[src/rtl/imm_extend_pipe.sv]
// Pipelined immediate extender (SEXT/ZEXT/UPPER/BRANCH) with valid/ready handshake and tag sideband.
// Define IMM_EXT_SKID_EN for the two-entry skid variant with registered in_ready.
module imm_extend_pipe #(
  parameter int IN_W  = 16,
  parameter int OUT_W = 32,
  parameter int TAG_W = 5
) (
  input  logic               clk,
  input  logic               rst_n,
  input  logic               flush,
  input  logic               in_valid,
  output logic               in_ready,
  input  logic [IN_W-1:0]    in_imm,
  input  logic [1:0]         in_mode,
  input  logic [TAG_W-1:0]   in_tag,
  output logic               out_valid,
  input  logic               out_ready,
  output logic [OUT_W-1:0]   out_data,
  output logic [TAG_W-1:0]   out_tag
);

  localparam int S = OUT_W - IN_W;

  logic [OUT_W-1:0] sext_val;
  logic [OUT_W-1:0] ext_val;

  always_comb begin
    sext_val = {{S{in_imm[IN_W-1]}}, in_imm};
    ext_val  = sext_val;
    case (in_mode)
      2'b00:   ext_val = sext_val;
      2'b01:   ext_val = {{S{1'b0}}, in_imm};
      2'b10:   ext_val = {in_imm, {S{1'b0}}};
      default: ext_val = sext_val << 2;
    endcase
  end

  logic               out_valid_q, out_valid_d;
  logic [OUT_W-1:0]   out_data_q,  out_data_d;
  logic [TAG_W-1:0]   out_tag_q,   out_tag_d;
  logic               accept;
  logic               drain;

  assign drain     = out_valid_q && out_ready;
  assign out_valid = out_valid_q;
  assign out_data  = out_data_q;
  assign out_tag   = out_tag_q;

`ifdef IMM_EXT_SKID_EN
  logic               skid_valid_q, skid_valid_d;
  logic [OUT_W-1:0]   skid_data_q,  skid_data_d;
  logic [TAG_W-1:0]   skid_tag_q,   skid_tag_d;
  logic               in_ready_q,   in_ready_d;

  // in_ready is a flop mirroring an empty skid, so no path from out_ready.
  assign in_ready = in_ready_q;
  assign accept   = in_valid && in_ready_q && !flush;

  always_comb begin
    out_valid_d  = out_valid_q;
    out_data_d   = out_data_q;
    out_tag_d    = out_tag_q;
    skid_valid_d = skid_valid_q;
    skid_data_d  = skid_data_q;
    skid_tag_d   = skid_tag_q;
    if (flush) begin
      out_valid_d  = 1'b0;
      skid_valid_d = 1'b0;
    end else if (drain && skid_valid_q) begin
      // accept cannot coincide here: in_ready is low while the skid is full
      out_data_d   = skid_data_q;
      out_tag_d    = skid_tag_q;
      skid_valid_d = 1'b0;
    end else if (accept && (!out_valid_q || drain)) begin
      out_valid_d = 1'b1;
      out_data_d  = ext_val;
      out_tag_d   = in_tag;
    end else if (accept) begin
      skid_valid_d = 1'b1;
      skid_data_d  = ext_val;
      skid_tag_d   = in_tag;
    end else if (drain) begin
      out_valid_d = 1'b0;
    end
    in_ready_d = !skid_valid_d;
  end

  always_ff @(posedge clk or negedge rst_n) begin
    if (!rst_n) begin
      out_valid_q  <= 1'b0;
      out_data_q   <= '0;
      out_tag_q    <= '0;
      skid_valid_q <= 1'b0;
      skid_data_q  <= '0;
      skid_tag_q   <= '0;
      in_ready_q   <= 1'b1;
    end else begin
      out_valid_q  <= out_valid_d;
      out_data_q   <= out_data_d;
      out_tag_q    <= out_tag_d;
      skid_valid_q <= skid_valid_d;
      skid_data_q  <= skid_data_d;
      skid_tag_q   <= skid_tag_d;
      in_ready_q   <= in_ready_d;
    end
  end
`else
  // Single register: ready whenever it is empty or emptying this cycle.
  assign in_ready = !out_valid_q || out_ready;
  assign accept   = in_valid && in_ready && !flush;

  always_comb begin
    out_valid_d = out_valid_q;
    out_data_d  = out_data_q;
    out_tag_d   = out_tag_q;
    if (flush) begin
      out_valid_d = 1'b0;
    end else if (accept) begin
      out_valid_d = 1'b1;
      out_data_d  = ext_val;
      out_tag_d   = in_tag;
    end else if (drain) begin
      out_valid_d = 1'b0;
    end
  end

  always_ff @(posedge clk or negedge rst_n) begin
    if (!rst_n) begin
      out_valid_q <= 1'b0;
      out_data_q  <= '0;
      out_tag_q   <= '0;
    end else begin
      out_valid_q <= out_valid_d;
      out_data_q  <= out_data_d;
      out_tag_q   <= out_tag_d;
    end
  end
`endif

endmodule

[config.mk]
export PLATFORM = sky130hd
export DESIGN_NAME = imm_extend_pipe
export DESIGN_NICKNAME = d
export VERILOG_FILES = /design/src/rtl/imm_extend_pipe.sv
export SDC_FILE = /design/constraint.sdc
export NUM_CORES = 1
export LEC_CHECK = 0
export ABC_AREA = 1
export CAP_MARGIN = 30
export CELL_PAD_IN_SITES_DETAIL_PLACEMENT = 0
export CELL_PAD_IN_SITES_GLOBAL_PLACEMENT = 2
export CORE_MARGIN = 10
export CORE_UTILIZATION = 26
export CTS_CLUSTER_DIAMETER = 40
export CTS_CLUSTER_SIZE = 24
export DETAILED_ROUTE_END_ITERATION = 8
export PLACE_DENSITY_LB_ADDON = 0.1
export SETUP_SLACK_MARGIN = 0.2
export SLEW_MARGIN = 20
export SYNTH_ARGS = -nofsm -noshare
export SYNTH_HDL_FRONTEND = slang
export SYNTH_SLANG_ARGS = --single-unit
export TNS_END_PERCENT = 100
[constraint.sdc]
create_clock -name clk -period 1.65 [get_ports clk]
set_input_delay 0.33 -clock clk [delete_from_list [all_inputs] [get_ports clk]]
set_output_delay 0.33 -clock clk [all_outputs]
set_load 0.01 [all_outputs]
### Yosys cells after proc, flatten, opt, wreduce, memory -nomap -nowiden

Cells that the tools add are included.

* output and inout port bits: 39
* bits of input ports: 28
* register bits: 38
* word-level logic and storage cells: 19

* reduce and logical (&&, ||, !) cells: 9
* multiplexer cells: 4
* bitwise operators: 1
* equality and inequality tests: 2

Operator list (number)
* $pmux 32 s3: 1
* $logic_and 1x1->1: 3
* $mux 1: 3
* $reduce_bool 3->1: 1
* $eq 2x1->1 const B: 1
* $eq 2x2->1 const B: 1
* $logic_not 1->1: 2
* $logic_not 2->1: 1
* $reduce_and 2->1: 1
* $logic_or 1x1->1: 1
* $not 1->1: 1

### Logic depth before layout (Yosys ltp)

* word-level depth: 6
* mapped depth: 7
* depth with buffers taken out: 6

### Worst setup path before layout

OpenSTA, ideal clock, no wires.

* kind: reg2reg
* start: reg out_valid_q, in the netlist out_valid
* end: reg out_data_q[16], in the netlist out_data[16]
* stages on the path, launching flop included: 7
* library setup time: 0.116 ns
* period minus slack after synthesis: 1.063 ns
* path buffers: 1
* data required time: 1.534 ns
* setup slack: 0.587 ns
* arrival time: 0.946 ns
* cell sequence: dfrtp_1 -> nand2_1 -> nand2_2 -> inv_2 -> buf_4 -> nand2_1 -> nand2_1

* longest elaborated chain between the ends: 5

Ends and longest elaborated chain
* from (decl): RTL line 38 `logic out_valid_q, out_valid_d;`
* from (signal assigned): RTL line 133 `out_valid_q <= out_valid_d;`
* $logic_not 1->1: RTL line 109 `assign in_ready = !out_valid_q || out_ready;`
* $logic_or 1x1->1: RTL line 109
* named net in_ready: RTL line 12 `output logic in_ready,`
* $logic_and 1x1->1 (2 in a row): RTL line 110 `assign accept = in_valid && in_ready && !flush;`
* $reduce_and 2->1 (no line)
* to (signal assigned): RTL line 134 `out_data_q <= out_data_d;`
* to (decl): RTL line 39 `logic [OUT_W-1:0] out_data_q, out_data_d;`

The timed path passes the listed nets, and every way through them passes these cells.
A chain may end at the register's enable or synchronous reset.

### Final worst setup path

* start: in in_mode[0]
* end: reg out_data_q[16], in the netlist out_data[16]

* longest elaborated chain between the ends: 2
* elaborated cells between the ends (all ways): 4
* those cells by class: eq/ne (2); mux (1); reduce/logical (1)

Ends and longest elaborated chain
* from (decl): RTL line 14 `input logic [1:0] in_mode,`
* $eq 2x2->1, or another cell as far along: RTL line 30 `case (in_mode)`
* $pmux 32 s3 *: RTL line 30

Every way passes the cells marked *; elsewhere a longest branch is shown, timed or not.

==> out/qor.txt <==
Status: complete, no violations
Clk Latency, worst-skew pair: 0.30 ns
Switching Fraction: 0.278
WP data arrival: 1.60 ns
Yosys reg bits: 38
Final hold vios: 0
GRT Resource Usage Total: 0.112
Hold Path Class: flop to flop
Vias per cell: 4.25
Post-route ant nets: 0
WP data required: 1.88 ns
Clock power share: 0.350
Average routed wire per standard cell: 14.4 um
Final Cycle Share: 0.832
GRT overflow: 0
Core area: 7210 um2
Final Critical Period: 1.37 ns
CTS tree: yes
Critical R2R Launch: out_valid
Max cap viols: 0
Initial antenna violation count: 0
DR DRC count: 0
Area grow syn2layout: 46.3%
DR iter-0 viols: 70
Mapped Nets: 279
Power per Cell Area: 979 nW/um2
Post-synth cell types: 17
Max IR drop VDD: 373 uV
Mapped Cells: 251
RSZ-0062 raised after global routing: false
P_sw: 0.000760 W
Final Core Density: 0.387
Clk Tree Root Cell: clkbuf_8
Detail Placement HPWL: 4460 um
Port bufs: 66
Setup Viol. Count Final: 0
CTS HTree Levels: 2
Nets: 348
Die area: 11200 um2
Gate power share: 0.238
Fin. max-slew vios: 0
Syn. warnings: 0
Min-delay src: out_data[14]
Least-Margin Pin Slew: 0.365 ns
Final wirelength: 6070 um
Seq pwr share: 0.412
Die W: 106 um
Most frequent cells in the layout: nand2_1, nand3_1, dfrtp_1, dlygate4sd2_1, clkdlybuf4s50_1
Synth Area per Inst: 7.61 um2
Maximum fanout along the worst path: 14
IO Count: 67
Longest Clk Path Bufs: 2
Setup repair bufs after CTS: 0
Sequential area share after synthesis: 0.498
Max Clock Freq: 729 MHz
Pleak: 1.55 nW
Pint: 0.00198 W
Starting density of the core: 0.265
Detailed Routing Iterations Pass 1: 4
Worst Clk Skew: 0.00799 ns
Clock Sink Count: 38
Cell Area, Synth: 1910 um2
CP endpoint kind: flop
Vias in the first global route: 1864
Critical Path Start Type: input port
Clock transition at path regs: 0.07 ns
Max_slew headroom: 0.756
DR vias: 1786
Inserted Clock Buffers: 5
DIE HEIGHT: 106 um
Most common cell after layout, fill and taps aside: nand2_1
Diodes inserted: 0
Number of placement rows: 31
Gp weighted congestion: 0.799
First-pass GRT wire length: 10200 um
Largest net degree at the start of global routing: 39
WS Path Type: input port to flop
Critical Path Start: in_mode[0]
Setup_tns: 0 ns
Layout cells sized above 1: 0.0966
==> worst max-delay path, cell delays in order <==
cell and delay [ns]:
clkdlybuf4s50_1 0.69, buf_4 0.27, nand3_1 0.09, nand3_1 0.10
nand2_1 0.07, nand2_1 0.06
==> per-layer routing <==
metal,routed length [um],vias up,global-route usage
met1,2730,807,0.142
met4,73,0,0.0348
met5,0,-,0
met3,482,7,0.0463
li1,-,926,-
met2,2780,46,0.170
==> final timing paths <==
path	end	slack [ns]	depth (start not counted)
worst max-delay path	out_data[16]	0.28	6
worst min-delay path	out_data[14]	0.47	2
worst max register to register	out_data[16]	0.52	7
worst min register to register	out_data[14]	0.47	2
max in group asynchronous	out_tag[0]	0.93	3
min in group asynchronous	out_data[18]	0.53	3
==> per-stage QoR <==
step	instance area, um2	hold slack (ns)	setup slack [ns]	total power, W	instances
floorplan	1910	0.0344	0.587	0.00146	251
finish	2800	0.473	0.278	0.00274	420
detailed placement	2690	0.320	-0.118	0.00192	411
global route	2800	0.503	0.208	0.00292	420
CTS	2790	0.483	0.153	0.00280	420
global placement	2690	0.317	-0.0946	0.00192	411
==> cells in the mapped netlist <==
| master | instances | area share |
|---|---|---|
| nand2_1 | 136 | 0.27 |
| nand3_1 | 43 | 0.11 |
| dfrtp_1 | 38 | 0.50 |
| buf_2 | 7 | 0.018 |
| buf_4 | 6 | 0.024 |
| buf_6 | 4 | 0.024 |
| nand3_2 | 3 | 0.016 |
| o21ai_1 | 3 | 0.0079 |
| inv_1 | 2 | 0.0039 |
| inv_2 | 2 | 0.0039 |
| a21oi_1 | 1 | 0.0026 |
| inv_4 | 1 | 0.0033 |
| nand2_2 | 1 | 0.0033 |
| nand2_4 | 1 | 0.0059 |
| nor2_1 | 1 | 0.0020 |
| nor2_4 | 1 | 0.0059 |
| o21ai_0 | 1 | 0.0026 |
==> area by class of cell <==
type                            instances  area (um2)
Fill cell                             797        4420
Sequential cell                        38         951
Multi-Input combinational cell        191         821
Timing Repair Buffer                   79         741
Tap cell                               99         124
Clock buffer                            5        68.8
Clock inverter                          3        68.8
Inverter                                5        21.3
==> registers in the layout, summed over array words and instances, names as in the netlist <==
signal / cells
out_tag: 5
out_valid: 1
out_data: 32
==> cells by family (layout without fill, tap and decap cells) <==
group / Yosys count / count (layout) / share of synthesized area
simple gates: 186 / 186 / 0.413
flops: 38 / 38 / 0.498
buf+inv: 22 / 92 / 0.0766
compound gates: 5 / 5 / 0.0131
==> power groups by stage <==
stage	Sequential, W	Clock (W)	Combinational (W)
after floorplan	0.00122	0	0.000242
after global placement	0.00115	0	0.000764
after detailed placement	0.00115	0	0.000762
after CTS	0.00113	0.000997	0.000670
after global routing	0.00115	0.00103	0.000733
final	0.00113	0.000958	0.000650
==> timing repair <==
item	CTS	global route
cloned	0	0
hold endpoints to repair	18	0
hold buffers	1	0
setup endpoints to repair	39	14
gates resized for setup	39	3
Power figures use the tool's default switching activity.
